`src/rtl/bicubic_out_serializer.sv`:
```
// Bicubic output serializer: buffers up to two 4x4 pixel blocks from the
// upsampler and emits each block as four row beats (row 0..3) downstream.
//
// Handshakes (both sides): a transfer happens on a rising clk edge where the
// producer's valid and the consumer's ready are both high. Producers hold
// their payload stable while valid is high and the transfer has not happened.
// Upstream: bcci_rsp_valid / os_rsp_ready. Downstream: os_req_valid / dn_rsp_ready.
module bicubic_out_serializer #(
  parameter int CHANNEL_WIDTH = 8,
  parameter int BLK_CNT_WIDTH = 16
) (
  input  logic                       clk,
  input  logic                       rst,
  input  logic                       bcci_rsp_valid,
  output logic                       os_rsp_ready,
  input  logic [CHANNEL_WIDTH-1:0]   bcci_rsp_data1,
  input  logic [CHANNEL_WIDTH-1:0]   bcci_rsp_data2,
  input  logic [CHANNEL_WIDTH-1:0]   bcci_rsp_data3,
  input  logic [CHANNEL_WIDTH-1:0]   bcci_rsp_data4,
  input  logic [CHANNEL_WIDTH-1:0]   bcci_rsp_data5,
  input  logic [CHANNEL_WIDTH-1:0]   bcci_rsp_data6,
  input  logic [CHANNEL_WIDTH-1:0]   bcci_rsp_data7,
  input  logic [CHANNEL_WIDTH-1:0]   bcci_rsp_data8,
  input  logic [CHANNEL_WIDTH-1:0]   bcci_rsp_data9,
  input  logic [CHANNEL_WIDTH-1:0]   bcci_rsp_data10,
  input  logic [CHANNEL_WIDTH-1:0]   bcci_rsp_data11,
  input  logic [CHANNEL_WIDTH-1:0]   bcci_rsp_data12,
  input  logic [CHANNEL_WIDTH-1:0]   bcci_rsp_data13,
  input  logic [CHANNEL_WIDTH-1:0]   bcci_rsp_data14,
  input  logic [CHANNEL_WIDTH-1:0]   bcci_rsp_data15,
  input  logic [CHANNEL_WIDTH-1:0]   bcci_rsp_data16,
  output logic                       os_req_valid,
  output logic [4*CHANNEL_WIDTH-1:0] os_data,
  output logic [1:0]                 os_row,
  output logic                       os_last,
  input  logic                       dn_rsp_ready,
  output logic [BLK_CNT_WIDTH-1:0]   blk_cnt
);

  logic [CHANNEL_WIDTH-1:0] in_pix  [16];
  logic [CHANNEL_WIDTH-1:0] buf_mem [2][16];
  logic                     wr_ptr;
  logic                     rd_ptr;
  logic [1:0]               count;
  logic [1:0]               row;
  logic                     in_hs;
  logic                     out_hs;
  logic                     last_hs;
  logic [3:0]               pix_idx;

  assign in_pix[0]  = bcci_rsp_data1;
  assign in_pix[1]  = bcci_rsp_data2;
  assign in_pix[2]  = bcci_rsp_data3;
  assign in_pix[3]  = bcci_rsp_data4;
  assign in_pix[4]  = bcci_rsp_data5;
  assign in_pix[5]  = bcci_rsp_data6;
  assign in_pix[6]  = bcci_rsp_data7;
  assign in_pix[7]  = bcci_rsp_data8;
  assign in_pix[8]  = bcci_rsp_data9;
  assign in_pix[9]  = bcci_rsp_data10;
  assign in_pix[10] = bcci_rsp_data11;
  assign in_pix[11] = bcci_rsp_data12;
  assign in_pix[12] = bcci_rsp_data13;
  assign in_pix[13] = bcci_rsp_data14;
  assign in_pix[14] = bcci_rsp_data15;
  assign in_pix[15] = bcci_rsp_data16;

  // Ready depends only on occupancy, never on downstream ready, so a freed
  // entry is offered upstream one cycle after the row-3 beat leaves.
  assign os_rsp_ready = !rst && (count != 2'd2);
  assign os_req_valid = (count != 2'd0);
  assign in_hs        = bcci_rsp_valid && os_rsp_ready;
  assign out_hs       = os_req_valid && dn_rsp_ready;
  assign last_hs      = out_hs && (row == 2'd3);
  assign os_row       = row;
  assign os_last      = (row == 2'd3);

  // Block storage; contents are don't-care after reset, so no reset here.
  always_ff @(posedge clk) begin
    if (in_hs) begin
      for (int i = 0; i < 16; i++) begin
        buf_mem[wr_ptr][i] <= in_pix[i];
      end
    end
  end

  // Pointers, occupancy, row index and accepted-block counter.
  always_ff @(posedge clk or posedge rst) begin
    if (rst) begin
      wr_ptr  <= 1'b0;
      rd_ptr  <= 1'b0;
      count   <= 2'd0;
      row     <= 2'd0;
      blk_cnt <= '0;
    end else begin
      if (in_hs) begin
        wr_ptr  <= !wr_ptr;
        blk_cnt <= blk_cnt + 1'b1;
      end
      if (out_hs) begin
        row <= row + 2'd1;
      end
      if (last_hs) begin
        rd_ptr <= !rd_ptr;
      end
      case ({in_hs, last_hs})
        2'b10:   count <= count + 2'd1;
        2'b01:   count <= count - 2'd1;
        default: count <= count;
      endcase
    end
  end

  // Row mux from the read entry; forced to zero while nothing is buffered
  // so stale buffer contents never reach the output.
  always_comb begin
    os_data = '0;
    pix_idx = '0;
    if (os_req_valid) begin
      for (int k = 0; k < 4; k++) begin
        pix_idx = {row, k[1:0]};
        os_data[k*CHANNEL_WIDTH +: CHANNEL_WIDTH] = buf_mem[rd_ptr][pix_idx];
      end
    end
  end

endmodule

```
`config.mk`:
```
export PLATFORM = sky130hd
export DESIGN_NAME = bicubic_out_serializer
export DESIGN_NICKNAME = d
export VERILOG_FILES = /design/src/rtl/bicubic_out_serializer.sv
export SDC_FILE = /design/constraint.sdc
export NUM_CORES = 1
export LEC_CHECK = 0
export CORE_MARGIN = 1.5
export CORE_UTILIZATION = 50
export DETAILED_ROUTE_END_ITERATION = 6
export PLACE_DENSITY_LB_ADDON = 0.12
export SETUP_SLACK_MARGIN = 0.15
export SLEW_MARGIN = 20
export SYNTH_ARGS = -nofsm -noshare
export SYNTH_HDL_FRONTEND = slang
export SYNTH_SLANG_ARGS = --single-unit
```
`constraint.sdc`:
```
create_clock -name clk -period 12.5 [get_ports clk]
set_input_delay 1.25 -clock clk [delete_from_list [all_inputs] [get_ports clk]]
set_output_delay 1.25 -clock clk [all_outputs]
set_load 0.01 [all_outputs]
```
==> qor_table.md, run 1 <==
| Quantity | This run | Unit |
| --- | --- | --- |
| Number of global-route vias before repair | 6479 | - |
| Wire length of the first global-routing pass | 34900 | um |
| Static leakage power | 0.00479 | uW |
| Endpoint arrival time on the critical path | 3.62 | ns |
| CTS tree | built | - |
| Non-filler cells, final | 1125 | - |
| Power Dens Cells | 223 | mW/mm^2 |
| Final WS setup | 7.63 | ns |
| Final sum of negative setup slack | 0 | ns |
| Type of the most critical hold path | reg -> reg | - |
| Main synth FF type | sky130_fd_sc_hd__edfxtp_1 | - |
| Floorplan row count | 54 | - |
| Post-synth EDFFs | 256 | - |
| Status | complete, no violations | - |
| Cell types with the largest area share after synthesis | sky130_fd_sc_hd__edfxtp_1, sky130_fd_sc_hd__mux2i_1, sky130_fd_sc_hd__dfrtp_1, sky130_fd_sc_hd__nor2b_1, sky130_fd_sc_hd__a2111oi_0 | - |
| Tot GR Track Use | 20.0 | % |
| List of most frequent post-synthesis cells | sky130_fd_sc_hd__edfxtp_1, sky130_fd_sc_hd__mux2i_1, sky130_fd_sc_hd__nor2b_1 | - |
| Critical path's largest stage delay | 0.78 | ns |
| Fill cell total of the finished layout | 1540 | - |
| Clock latency on the worst-skew pair | 0.53 | ns |
| DP Cell Count | 1070 | - |
| WP buf/inv | 2 | - |
| Overflow after GRT | 0 | - |
| Number of distinct standard cells referenced by the synthesized netlist | 32 | - |
| Final slew viol count | 0 | - |
| Post-synthesis instance area | 0.0110 | mm^2 |
| Initial core utilization | 50.7 | % |
| Cts bufs inserted | 29 | - |
| Critical setup path kind | reg -> out | - |
| Max VDD drop | 0.135 | mV |
| Sequential share of the synthesized area | 74.7 | % |
| H-tree lvl count | 1 | - |
| Die Height | 152 | um |
| Boundary pin count | 185 | - |
| DRT antenna net count | 0 | - |
| Largest fanout on the critical path | 75 | - |
| Hold bufs inserted after CTS | 0 | - |
| Final count of negative-setup-slack endpoints | 0 | - |
| Vias post-DR | 6270 | - |
| Crit path max-delay cell type | sky130_fd_sc_hd__dfrtp_4 | - |
| Drt first-iter violations | 392 | - |
| Growth of design area from synthesis to finish | 27.0 | % |
| Unrepaired setup endpoints after global routing | false | - |
| Residual DRC | 0 | - |
| Area enclosed by the die boundary | 0.0230 | mm^2 |
| Post-CTS setup buffer count | 0 | - |
| Fraction of layout instances using a drive strength above 1 | 7.25 | % |
| Pre-Repair DR Iteration Count | 5 | - |
| Required time of the worst setup path | 11.25 | ns |
| Family with the most delay on the worst path | buffers and inverters | - |
| Final clock skew | 0.0116 | ns |
| Max-capacitance violation count | 0 | - |
| Hold WS | 0.469 | ns |
| NumNets Final | 956 | - |
| Final hold violation count | 0 | - |
| Overall die width | 152 | um |
| Pre-CTS setup slack | 8.19 | ns |
| Slew @ Worst Pin | 1.12 | ns |
| Category of the worst setup path launch point | register | - |
| Per-instance average area after synthesis | 17.1 | um^2 |
| Endpoint kind of the worst setup timing path | output pin | - |
| Placer congestion estimate | 0.772 | - |
| Total routed wirelength | 23000 | um |
| Number of buffers inserted by port buffering | 184 | - |
| Post-Syn Instances | 644 | - |
| CTS sink cnt | 278 | - |
| Area occupied by multi-input gates | 0.00255 | mm^2 |
| DR WL/cell | 20.4 | um |
| Register bit total from synthesis | 278 | - |
| Async set-reset flop share out of synthesis | 7.91 | % |
| Buffers from clock root to sink, at most | 3 | - |
| Final worst path period need | 4.87 | ns |
| Register cell area after layout | 0.00824 | mm^2 |
| Mean number of vias per cell | 5.57 | - |
| Cell with the most instances after synthesis | sky130_fd_sc_hd__edfxtp_1 | - |
| Master cell of the clock root buffer | sky130_fd_sc_hd__clkbuf_16 | - |
| CTS clk-pin slew, worst paths | 0.06 | ns |
| Max Clock Freq | 206 | MHz |
| Antenna violations before repair | 4 | - |
| Share of the synthesized area in the top cell type | 69.7 | % |
| Warnings from Yosys | 0 | - |
| Largest net degree at the start of global routing | 76 | - |
| Cells along the critical path | buf_4, and2b_1, a2111oi_0, nor4_1, clkdlybuf4s50_1 | - |
| Net count of the mapped netlist | 779 | - |
| Post-synth top area cell | sky130_fd_sc_hd__edfxtp_1 | - |
| Worst-case headroom to the max-slew limit | 25.2 | % |
| Core Footprint | 0.0218 | mm^2 |
| Post-CTS Resized | 0 | - |
| Fraction of the cycle the final worst path needs | 38.9 | % |
| HPWL Detailed | 13700 | um |
-- layout by cell type (no fill, tap or decap), types with 12 or more instances in the layout --
| master | instances |
|---|---|
| sky130_fd_sc_hd__nor4_1 | 32 |
| sky130_fd_sc_hd__mux2i_1 | 64 |
| sky130_fd_sc_hd__a211oi_1 | 32 |
| sky130_fd_sc_hd__clkbuf_16 | 29 |
| sky130_fd_sc_hd__nor2b_1 | 56 |
| sky130_fd_sc_hd__xnor2_1 | 12 |
| sky130_fd_sc_hd__clkdlybuf4s50_1 | 184 |
| sky130_fd_sc_hd__a2111oi_0 | 32 |
| sky130_fd_sc_hd__dfrtp_1 | 19 |
| sky130_fd_sc_hd__edfxtp_1 | 256 |
| sky130_fd_sc_hd__a22o_1 | 32 |
-- layout make-up --
type	count	area share (%)
clock buffer	32	5.26
timing repair buffer	189	13.4
antenna	4	0.0715
inverter	3	0.0804
multi-input combinational	320	18.2
tap	280	2.50
clock inverter	19	1.63
sequential	278	58.9
-- final timing paths --
kind	start	end	slack (ns)	depth (start not counted)
max in group asynchronous	rst	rd_ptr	10.65	2
setup reg to reg	count[0]	buf_mem[0][44]	9.66	4
min in group asynchronous	rst	os_row[0]	1.24	2
hold / removal	blk_cnt[15]	blk_cnt[15]	0.47	1
hold reg to reg	blk_cnt[15]	blk_cnt[15]	0.47	1
setup / recovery	rd_ptr	os_data[16]	7.63	5
-- layer usage --
layer / global-route usage (%) / wire (um) / up-vias
met5: 0 / 13 / -
met4: 6.88 / 676 / 2
met3: 3.89 / 1440 / 44
met2: 33.3 / 11300 / 192
met1: 26.5 / 9610 / 3105
li1: - / - / 2927
-- cells by family (layout without fill, tap and decap cells) --
kind of cell	after synthesis	count (layout)	share of synthesized area (%)
multiplexers	66	66	6.01
AO/OA/AOI/OAI	96	96	7.26
other	0	4	0
adder cells (fa/ha/maj)	3	3	0.340
buffers and inverters	46	243	2.53
XOR/XNOR	21	21	1.67
AND/OR/NAND/NOR	134	134	7.48
flip-flops	278	278	74.7
-- per-stage QoR --
step	total power [uW]	util, %	area, um^2
detailed placement	2290	59.9	13000
floorplan	1870	-	11000
finish	3130	64.4	14000
global placement	2270	59.9	13000
CTS	3160	64.3	14000
global route	3280	64.4	14000
-- where the power goes --
part / switching, uW / internal [uW] / leakage (uW)
Clock: 342 / 526 / 0.000470
Combinational: 511 / 476 / 0.00170
Sequential: 116 / 1160 / 0.00262
Total: 969 / 2160 / 0.00479
-- registers in the layout, indices dropped and copies added, names as in the netlist --
name,cells
count,2
rd_ptr,1
wr_ptr,1
os_row,2
buf_mem,256
blk_cnt,16
Power figures use the tool's default switching activity.
==> run 2: changes to the inputs <==
==> constraint.sdc (replaced) <==
create_clock -name clk -period 4.7 [get_ports clk]
set_input_delay 0.47 -clock clk [delete_from_list [all_inputs] [get_ports clk]]
set_output_delay 0.47 -clock clk [all_outputs]
set_load 0.01 [all_outputs]
==> run 2 against run 1 <==
  * Non-clock buffer count increased by 8
  * Wire length increased by 1.1%
  * Critical endpoint is now os_data[31]
  * Register-to-register slack got worse by 7.5 ns
==> qor_table.md, run 2 (synthesis gave the netlist of run 1 again) <==
| Quantity | This run | Unit |
| --- | --- | --- |
| Final hold violation count | 0 | - |
| Clock latency on the worst-skew pair | 0.53 | ns |
| Status | complete, no violations | - |
| Commonest cells after routing, fill and taps aside | sky130_fd_sc_hd__edfxtp_1, sky130_fd_sc_hd__clkdlybuf4s50_1, sky130_fd_sc_hd__mux2i_1, sky130_fd_sc_hd__nor2b_1 | - |
| Final slew viol count | 0 | - |
| Power Dens Cells | 591 | mW/mm^2 |
| Initial core utilization | 50.7 | % |
| Growth of design area from synthesis to finish | 27.6 | % |
| Max Clock Freq | 253 | MHz |
| Required time of the worst setup path | 4.23 | ns |
| Endpoint arrival time on the critical path | 3.48 | ns |
| Post-CTS Resized | 0 | - |
| Final worst path period need | 3.95 | ns |
| Endpoint kind of the worst setup timing path | output pin | - |
| Hold WS | 0.478 | ns |
| Placer congestion estimate | 0.779 | - |
| Overflow after GRT | 0 | - |
| Static leakage power | 0.00483 | uW |
| Mean number of vias per cell | 5.62 | - |
| Largest fanout on the critical path | 89 | - |
| Register name with the most flops | buf_mem | - |
| Fraction of the cycle the final worst path needs | 84.0 | % |
| Flip-flop count of the largest register after layout | 256 | - |
| Family with the most delay on the worst path | buffers and inverters | - |
| Master cell of the clock root buffer | sky130_fd_sc_hd__clkbuf_16 | - |
| Antenna violations before repair | 4 | - |
| Type of the most critical hold path | reg -> reg | - |
| Overall die width | 152 | um |
| CTS sink cnt | 278 | - |
| Largest net degree at the start of global routing | 90 | - |
| Post-CTS setup buffer count | 0 | - |
| Number of global-route vias before repair | 6414 | - |
| Critical setup path kind | reg -> out | - |
| WP buf/inv | 2 | - |
| Residual DRC | 0 | - |
| Drt first-iter violations | 379 | - |
| Fill cell total of the finished layout | 1579 | - |
| NumNets Final | 964 | - |
| Max-capacitance violation count | 0 | - |
| DR WL/cell | 20.5 | um |
| Floorplan row count | 54 | - |
| HPWL Detailed | 14800 | um |
| Final clock skew | 0.00637 | ns |
| Die Height | 152 | um |
| Crit path max-delay cell type | sky130_fd_sc_hd__dfrtp_4 | - |
| Cells along the critical path | buf_4, mux2i_1, a22o_1, nor4_1, clkdlybuf4s50_1 | - |
| DRT antenna net count | 0 | - |
| Number of buffers inserted by port buffering | 184 | - |
| CTS clk-pin slew, worst paths | 0.06 | ns |
| Area enclosed by the die boundary | 0.0230 | mm^2 |
| Unrepaired setup endpoints after global routing | false | - |
| Slew @ Worst Pin | 1.08 | ns |
| Hold bufs inserted after CTS | 0 | - |
| Max VDD drop | 0.381 | mV |
| Registers with the most flip-flops | buf_mem: 256 flops, blk_cnt: 16 flops | - |
| Final count of negative-setup-slack endpoints | 0 | - |
| Cts bufs inserted | 29 | - |
| Buffers from clock root to sink, at most | 3 | - |
| Fraction of layout instances using a drive strength above 1 | 7.41 | % |
| Worst-case headroom to the max-slew limit | 27.7 | % |
| Wire length of the first global-routing pass | 34800 | um |
| Category of the worst setup path launch point | register | - |
| Critical path's largest stage delay | 1.07 | ns |
| Tot GR Track Use | 20.2 | % |
| Vias post-DR | 6377 | - |
| CTS tree | built | - |
| Core Footprint | 0.0218 | mm^2 |
| Most common cell after layout, fill and taps aside | sky130_fd_sc_hd__edfxtp_1 | - |
| Total routed wirelength | 23300 | um |
| Pre-Repair DR Iteration Count | 4 | - |
| Final sum of negative setup slack | 0 | ns |
| Boundary pin count | 185 | - |
| H-tree lvl count | 1 | - |
| Setup slack of the most critical reg-to-reg path | 2.21 | ns |
-- run 2: changes by cell type in the layout (fill, tap and decap cells not counted), sizes merged --
| cell | before | now |
|---|---|---|
| buf | 5 | 13 |
| clkbuf | 32 | 36 |
| clkinv | 11 | 9 |
| inv | 4 | 3 |
-- run 2: through the flow --
| stage | total power [uW] | area, um^2 | instances | setup slack, ns | utilization (%) |
|---|---|---|---|---|---|
| 2_1_floorplan | 4950 | 11000 | 644 | 0.471 | - |
| 3_3_place_gp | 6060 | 13100 | 1078 | 1.17 | 60.2 |
| 3_5_place_dp | 6100 | 13100 | 1078 | 1.18 | 60.2 |
| 4_1_cts | 8400 | 14100 | 1130 | 0.583 | 64.6 |
| 5_1_grt | 8720 | 14100 | 1130 | 0.520 | 64.6 |
| 6_report | 8320 | 14100 | 1134 | 0.754 | 64.7 |
-- run 2: final timing paths --
| check | cells past startpoint | endpoint | startpoint |
|---|---|---|---|
| worst max-delay path | 5 | os_data[31] | rd_ptr |
| worst min-delay path | 1 | blk_cnt[15] | blk_cnt[15] |
| worst max register to register | 6 | count[1] | count[0] |
| worst min register to register | 1 | blk_cnt[15] | blk_cnt[15] |
| max in group asynchronous | 2 | rd_ptr | rst |
| min in group asynchronous | 2 | count[1] | rst |
-- run 2: final cells by class --
class | instances | area, um^2 | share of cell area (%)
Antenna cell | 4 | 10.0 | 0.0712
Clock buffer | 36 | 752 | 5.35
Clock inverter | 16 | 205 | 1.46
Inverter | 3 | 11.3 | 0.0801
Multi-Input combinational cell | 320 | 2540 | 18.1
Sequential cell | 278 | 8240 | 58.6
Tap cell | 280 | 350 | 2.49
Timing Repair Buffer | 197 | 1950 | 13.9
-- run 2: layer usage --
layer  GRT usage, %  part of all wire, %  up-vias
met3           4.01                  7.6       29
met1           27.4                   42     3177
li1               -                    -     2966
met5              0                    0        -
met4           5.34                  1.6        0
met2           33.5                   49      205
-- run 2: report_power, final --
group	internal, uW	switching, uW	leakage [uW]
combinational	1310	1370	0.00174
sequential	3070	285	0.00262
clock	1400	880	0.000462
